## config.mk

```make
export PLATFORM = sky130hd
export DESIGN_NAME = vc_output_arbiter
export DESIGN_NICKNAME = d
export VERILOG_FILES = /design/src/rtl/vc_arb_pkg.sv /design/src/rtl/vc_output_arbiter_rr_prio_sel.sv /design/src/rtl/vc_output_arbiter.sv
export SDC_FILE = /design/constraint.sdc
export NUM_CORES = 1
export LEC_CHECK = 0
export CAP_MARGIN = 20
export CORE_UTILIZATION = 45
export CTS_CLUSTER_SIZE = 40
export DETAILED_ROUTE_END_ITERATION = 8
export GPL_TIMING_DRIVEN = 0
export PLACE_DENSITY = 0.82
export SYNTH_ARGS = -nofsm -noshare
export SYNTH_HDL_FRONTEND = slang
export SYNTH_SLANG_ARGS = --single-unit
```

## constraint.sdc

```tcl
create_clock -name clk -period 3 [get_ports clk]
set_clock_uncertainty 0.05 [all_clocks]
set_input_delay 0.3 -clock clk [delete_from_list [all_inputs] [get_ports clk]]
set_output_delay 0.3 -clock clk [all_outputs]
set_load 0.02 [all_outputs]
```

## src/rtl/vc_arb_pkg.sv

```systemverilog
// vc_arb_pkg: shared defaults and index type for the VC output arbiter
package vc_arb_pkg;
  localparam int NUM_VC_DEF = 4;
  localparam int DATA_W_DEF = 6;
  localparam int CNT_W_DEF  = 16;
  localparam int VC_IDX_W   = 3;
  typedef logic [VC_IDX_W-1:0] vc_idx_t;
endpackage

```

## src/rtl/vc_output_arbiter_rr_prio_sel.sv

```systemverilog
// rr_prio_sel: one-hot grant to the first request at or after base, wrapping
module rr_prio_sel
  import vc_arb_pkg::*;
#(
  parameter int N = NUM_VC_DEF
) (
  input  logic [N-1:0] req,
  input  vc_idx_t      base,
  output logic [N-1:0] gnt
);
  localparam int IW = $clog2(N);
  logic [IW-1:0] idx;
  logic          found;
  always_comb begin
    gnt   = '0;
    found = 1'b0;
    idx   = '0;
    for (int k = 0; k < N; k++) begin
      idx = IW'((int'(base) + k) % N);
      if (!found && req[idx]) begin
        gnt[idx] = 1'b1;
        found    = 1'b1;
      end
    end
  end
endmodule

```

## src/rtl/vc_output_arbiter.sv

```systemverilog
// vc_output_arbiter: pops one VC source FIFO per cycle into a registered output stage.
// Define VC_ARB_RR_EN for round-robin selection; default is fixed lowest-index priority.
module vc_output_arbiter
  import vc_arb_pkg::*;
#(
  parameter int NUM_VC = NUM_VC_DEF,
  parameter int DATA_W = DATA_W_DEF,
  parameter int CNT_W  = CNT_W_DEF
) (
  input  logic                      clk,
  input  logic                      reset_L,
  input  logic [NUM_VC-1:0]         fifo_empty_vc,
  input  logic [NUM_VC*DATA_W-1:0]  fifo_data_vc,
  input  logic [NUM_VC-1:0]         fifo_pause_d,
  output logic [NUM_VC-1:0]         pop_vc,
  output logic [DATA_W-1:0]         data_out,
  output logic                      valid_out,
  output logic [$clog2(NUM_VC)-1:0] vc_out,
  output logic [CNT_W-1:0]          pop_count
);
  localparam int IW = $clog2(NUM_VC);
`ifdef VC_ARB_RR_EN
  localparam bit RR = 1'b1;
`else
  localparam bit RR = 1'b0;
`endif
  logic [IW-1:0]     last_grant, gidx;
  logic [NUM_VC-1:0] req, gnt;
  logic [DATA_W-1:0] gdata;
  vc_idx_t           base;
  // any downstream pause blocks every VC, even one that just became non-empty
  assign req  = (|fifo_pause_d) ? '0 : ~fifo_empty_vc;
  assign base = RR ? vc_idx_t'(last_grant) + vc_idx_t'(1) : '0;
  rr_prio_sel #(.N(NUM_VC)) u_sel (
    .req  (req),
    .base (base),
    .gnt  (gnt)
  );
  assign pop_vc = reset_L ? gnt : '0;
  always_comb begin
    gidx  = '0;
    gdata = '0;
    for (int i = 0; i < NUM_VC; i++) begin
      if (pop_vc[i]) begin
        gidx  = IW'(i);
        gdata = fifo_data_vc[i*DATA_W +: DATA_W];
      end
    end
  end
  always_ff @(posedge clk or negedge reset_L) begin
    if (!reset_L) begin
      data_out   <= '0;
      valid_out  <= 1'b0;
      vc_out     <= '0;
      pop_count  <= '0;
      last_grant <= IW'(NUM_VC - 1);
    end else begin
      valid_out <= |pop_vc;
      if (|pop_vc) begin
        data_out   <= gdata;
        vc_out     <= gidx;
        last_grant <= gidx;
        if (pop_count != '1) pop_count <= pop_count + 1'b1;
      end
    end
  end
endmodule

```

==> summary.md, run 1 <==
| Metric | Value |
|---|---|
| Pre-CTS setup slack | -0.538 ns |
| First-pass GRT wire length | 6.04 mm |
| CTS Sinks | 25 |
| Top cell type's share of synthesized area | 44.2% |
| Worst setup SP type | input pin |
| WHS | 0.0265 ns |
| Die area | 3370 sq um |
| Fmax achieved | 360 MHz |
| Crit path max fanout | 26 |
| Synth Net Count | 182 |
| Placed Cells | 249 |
| Top delay family on crit path | buffers and inverters |
| CP Capture Type | output port |
| Area grow syn2layout | 48.1% |
| Top cell type by total area after synthesis | dfrtp_1 |
| Critical path's largest stage delay | 0.67 ns |
| Bufs on Longest Clock Path | 2 |
| Stages on worst setup path | 5 |
| Critical path's slowest cell | clkdlybuf4s50_1 |
| Core footprint | 2880 sq um |
| Vias in the first global route | 1357 |
| Max Slew Vio Count | 0 |
| Non-filler cells, final | 253 |
| Required time of the critical path | 2.65 ns |
| Setup violators final | 0 |
| Max Cap Viol | 0 |
| CTS Buf Count | 3 |
| Synthesis warning total | 0 |
| Final hold viol count | 0 |
| Ports | 63 |
| Worst hold path class | in -> async |
| Sw power | 0.271 mW |
| Netlist Area Pre-Place | 1420 sq um |
| Worst-path clk slew | 0.14 ns |
| Distinct cells, synth | 33 |
| Most frequent cells after synthesis | dfrtp_1 (25), a21oi_1 (14), nand2_1 (12) |
| Drt wl/cell | 14.6 um |
| Crit path cell chain | clkdlybuf4s15_2 > nor4b_4 > nand2_1 > nor3b_1 > clkdlybuf4s50_1 |
| Power Dens Cells | 411 nW/um^2 |
| Post-CTS Setup Repair Bufs | 0 |
| Pre-antenna DRT Iters | 4 |
| Initial antenna violation count | 0 |
| Final Instance Area | 2100 sq um |
| Count leader, synth | dfrtp_1 |
| HPWL Detailed | 2.95 mm |
| Nets | 247 |
| First DRT Iteration DRCs | 34 |
| EDFF count, synth | 0 |
| Seq pwr share | 49.1% |
| Vias | 1365 |
| DRT antenna net count | 0 |
| Switching share of total power | 31.4% |
| Slew Limit Headroom | 57.5% |
| Dpl cell area | 2070 sq um |
| Status | completed |
| Fin crit period | 2.78 ns |
| Antenna diode count | 0 |
| Remaining DRCs | 0 |
| Filler cells | 227 |
| Port Buf Inserts | 60 |
| Synthesized area per cell | 9.63 sq um |
| Worst Path Arrival | 2.43 ns |
| CTS tree | done |
| Die width | 58.1 um |
| Tcrit/Tclk final | 92.6% |
| Largest cells by area after synthesis | dfrtp_1 (44%), xor2_1 (6.8%), a21oi_1 (5.0%), nor4_2 (3.5%), nand2_1 (3.2%) |
| Placement row count | 19 |
| Slew at the pin closest to its max-slew limit | 0.638 ns |
| All-Layer GR Usage | 22.9% |
| Pleak | 0.868 nW |
| Ys flop type | dfrtp_1 |
| Clock Power Share | 17.3% |
| Die height | 58.1 um |
| H-Tree Depth | 1 |
| Largest net degree at the start of global routing | 27 |
| Vias per cell | 5.40 |
| Initial Utilization | 49.2% |
| CTS Root Cell | clkbuf_4 |
| Sequential-to-total area share from yosys stat | 44.2% |
| Grt total ovfl | 0 |
| GPL Wtd Cong | 0.850 |
| Post-Syn Instances | 147 |
| Comb pwr share | 33.6% |
| Final wirelength | 3.71 mm |
| #FFs+latches synth | 25 |
| Worst VDD drop | 0.000279 V |
| Worst reg2reg path depth | 6 |
| Async SR Flop Fraction | 100% |
| Share of post-route cells with drive strength above 1 | 7.11% |
| RSZ-0062 raised after global routing | no |
| Final worst slack | 0.221 ns |
| Critical path type | in -> out |
| Internal Power | 0.591 mW |
| Sum of negative setup slack | 0 ns |
| Bufs and invs on worst path | 2 |
| Clock insertion delay at the later pin of the skew report | 0.31 ns |
placed cells by master (no fill, tap or decap), types with 2 or more instances in the layout:
master / count
a21oi_1: 14
a31oi_1: 2
and2_1: 2
and3_1: 4
and4_1: 2
clkbuf_1: 6
clkbuf_4: 3
clkdlybuf4s50_1: 59
dfrtp_1: 25
inv_1: 3
nand2_1: 12
nand3_1: 5
nand4_1: 6
nor2_1: 10
nor2b_1: 6
nor3_1: 5
nor3b_1: 3
nor4_2: 4
o21ai_0: 7
o22a_1: 5
xnor2_1: 3
xor2_1: 11
routing by layer:
metal	GRT usage (%)	vias up	wire, um
met1	28.5	654	1560
met5	0	-	0
met2	41.2	43	1950
met4	7.14	0	68
met3	3.13	8	135
li1	-	660	-
power by group through the flow:
stage	clock network, mW	registers [mW]	logic, mW
final	0.150	0.423	0.289
after global routing	0.167	0.431	0.308
after CTS	0.155	0.424	0.293
after detailed placement	0	0.429	0.293
after global placement	0	0.425	0.281
after floorplan	0	0.480	0.0723
cells by family after synthesis:
group,after synthesis,synth area share (%)
buf+inv,11,3.80
compound gates,32,13.6
flops,25,44.2
xor+xnor,14,8.67
mux,1,0.796
fa+ha+maj,1,0.884
simple gates,63,28.0
timing repair:
| item | in CTS | in global routing |
|---|---|---|
| endpoints found under the setup margin | 4 | 0 |
| resized for setup | 3 | 0 |
| hold buffers | 0 | 0 |
final cells by class:
type	instances	area (sq um)	share of cell area (%)
buffer	8	42.5	2.03
clock buffer	4	26.3	1.25
inverter	3	11.3	0.537
multi-input combinational	111	736	35.1
sequential	25	626	29.9
tap	42	52.6	2.51
timing repair buffer	60	602	28.7
final timing paths:
path,start,to,slack (ns)
max,reset_L,pop_vc[3],0.22
min,reset_L,pop_count[12],0.03
max reg2reg,pop_count[0],pop_count[13],1.26
min reg2reg,vc_out[0],vc_out[0],0.46
max in group asynchronous,reset_L,data_out[2],2.46
min in group clk,vc_out[0],vc_out[0],0.46
worst reg2reg max path: stages (launching register included):
cell and delay, ns:
dfrtp_1 0.46, ha_1 0.19, nand3_1 0.16, nor4_2 0.29, buf_4 0.25, nor4_2 0.08, xor2_1 0.15
state kept, by name, summed over array words and instances, names as in the netlist:
| name | cells |
|---|---|
| pop_count | 16 |
| data_out | 6 |
| vc_out | 2 |
| valid_out | 1 |
through the flow:
step	power, mW	utilization (%)
after floorplan	0.552	-
after global placement	0.705	71.9
after detailed placement	0.722	71.9
after CTS	0.872	72.9
after global routing	0.907	72.9
final	0.862	72.9
No activity file was read; power rests on OpenSTA's default activity.
==> inputs of run 2 (changes only) <==
--- a/config.mk
+++ b/config.mk
@@ -10,7 +10,7 @@
 export CTS_CLUSTER_SIZE = 40
 export DETAILED_ROUTE_END_ITERATION = 8
 export GPL_TIMING_DRIVEN = 0
-export PLACE_DENSITY = 0.82
+export PLACE_DENSITY = 0.95
 export SYNTH_ARGS = -nofsm -noshare
 export SYNTH_HDL_FRONTEND = slang
 export SYNTH_SLANG_ARGS = --single-unit
==> run 2 against run 1 <==
  * Non-clock buffer count stayed put
  * Critical path depth unchanged
  * Global-route usage down 0.80 points
  * Worst setup slack improved by 0.055 ns
  * First-iteration DRC count increased by 5.9%
  * Utilization unchanged
  * Die area stayed put
==> summary.md, run 2 (synthesized netlist as in run 1, its figures left out) <==
| Metric | Value |
|---|---|
| Status | completed |
| Worst setup SP type | input pin |
| Largest net degree at the start of global routing | 27 |
| Crit path cell chain | clkdlybuf4s15_2 > nor4b_4 > nand2_1 > nor3b_1 > clkdlybuf4s50_1 |
| CTS Buf Count | 3 |
| Max Slew Vio Count | 0 |
| First-pass GRT wire length | 5.73 mm |
| Worst-path clk slew | 0.13 ns |
| Slew Limit Headroom | 59.0% |
| Vias per cell | 5.26 |
| Filler cells | 221 |
| Initial antenna violation count | 0 |
| Core footprint | 2880 sq um |
| Pre-antenna DRT Iters | 4 |
| Critical path's slowest cell | clkdlybuf4s50_1 |
| Vias | 1332 |
| Final hold viol count | 0 |
| Sum of negative setup slack | 0 ns |
| Crit. Startpoint | reset_L |
| Share of post-route cells with drive strength above 1 | 7.11% |
| Crit Reg-Reg Startpoint | pop_count[0] |
| GPL Wtd Cong | 0.769 |
| Final Util | 72.9% |
| Slew at the pin closest to its max-slew limit | 0.614 ns |
| WHS | 0.0149 ns |
| Fin crit period | 2.72 ns |
| CTS tree | done |
| Final Total Pwr | 0.856 mW |
| Die height | 58.1 um |
| HPWL Detailed | 2.78 mm |
| Vias in the first global route | 1332 |
| Bufs on Longest Clock Path | 2 |
| CTS Sinks | 25 |
| Worst hold path class | in -> async |
| Pleak | 0.868 nW |
| Largest register FFs | 16 |
| Fmax achieved | 367 MHz |
| Dpl cell area | 2070 sq um |
| Setup violators final | 0 |
| Critical path's largest stage delay | 0.66 ns |
| Max Cap Viol | 0 |
| Critical path type | in -> out |
| Die area | 3370 sq um |
| Drt wl/cell | 13.5 um |
| Bufs and invs on worst path | 2 |
| DRT antenna net count | 0 |
| Grt total ovfl | 0 |
| Antenna diode count | 0 |
| Ports | 63 |
| Final worst slack | 0.276 ns |
| Most frequent cells in the layout | clkdlybuf4s50_1 (59), dfrtp_1 (25), a21oi_1 (14), nand2_1 (12), xor2_1 (11) |
| All-Layer GR Usage | 22.2% |
| Final Instance Area | 2100 sq um |
| Most common cell after layout, fill and taps aside | clkdlybuf4s50_1 |
| Largest Register | pop_count |
| CP Capture Type | output port |
| First DRT Iteration DRCs | 36 |
| Remaining DRCs | 0 |
| Placement row count | 19 |
| Die width | 58.1 um |
| Top delay family on crit path | buffers and inverters |
| Crit path max fanout | 26 |
| Nets | 247 |
| Area grow syn2layout | 48.1% |
| Worst Path Arrival | 2.37 ns |
| Worst VDD drop | 0.000423 V |
| RSZ-0062 raised after global routing | no |
| Tcrit/Tclk final | 90.8% |
| H-Tree Depth | 1 |
| Final wirelength | 3.41 mm |
| Post-CTS Setup Repair Bufs | 0 |
| CTS Root Cell | clkbuf_4 |
| Required time of the critical path | 2.65 ns |
| Hold buffers post-CTS | 0 |
| Non-filler cells, final | 253 |
| Initial Utilization | 49.2% |
| Placed Cells | 249 |
| Top Registers | pop_count (16), data_out (6), vc_out (2) |
| Clock insertion delay at the later pin of the skew report | 0.32 ns |
| Pre-CTS setup slack | -0.474 ns |
| Port Buf Inserts | 60 |
| Power Dens Cells | 408 nW/um^2 |
## run 2: path summary, 6_finish.rpt
check,endpoint,slack (ns),cells after the start
setup / recovery,pop_vc[3],0.28,5
hold / removal,data_out[4],0.01,1
setup reg to reg,pop_count[6],1.23,6
hold reg to reg,vc_out[0],0.46,1
max in group asynchronous,pop_count[0],2.49,1
min in group clk,vc_out[1],0.43,4
## run 2: repair_timing
item                       in CTS  in global routing
gates resized for setup         3                  0
setup endpoints to repair       4                  0
hold endpoints to repair        0                  0
## run 2: area by class of cell
type                            count  area [sq um]  area share, %
Multi-Input combinational cell    111           736           35.1
Sequential cell                    25           626           29.9
Timing Repair Buffer               60           602           28.7
Tap cell                           42          52.6           2.51
Buffer                              8          42.5           2.03
Clock buffer                        4          26.3           1.25
Inverter                            3          11.3          0.537
## run 2: per-layer routing
| metal | vias to the layer above | global-route usage, % | wire length, um |
|---|---|---|---|
| li1 | 661 | - | - |
| met1 | 623 | 27.1 | 1440 |
| met2 | 46 | 38.8 | 1790 |
| met5 | - | 0 | 0 |
| met4 | 0 | 6.46 | 19 |
| met3 | 2 | 5.36 | 159 |
## run 2: report_power, final
part | leakage (nW) | switching, mW | internal (mW) | total, mW
registers | 0.326 | 0.0400 | 0.382 | 0.422
clock network | 0.0150 | 0.0970 | 0.0521 | 0.149
logic | 0.526 | 0.128 | 0.157 | 0.285
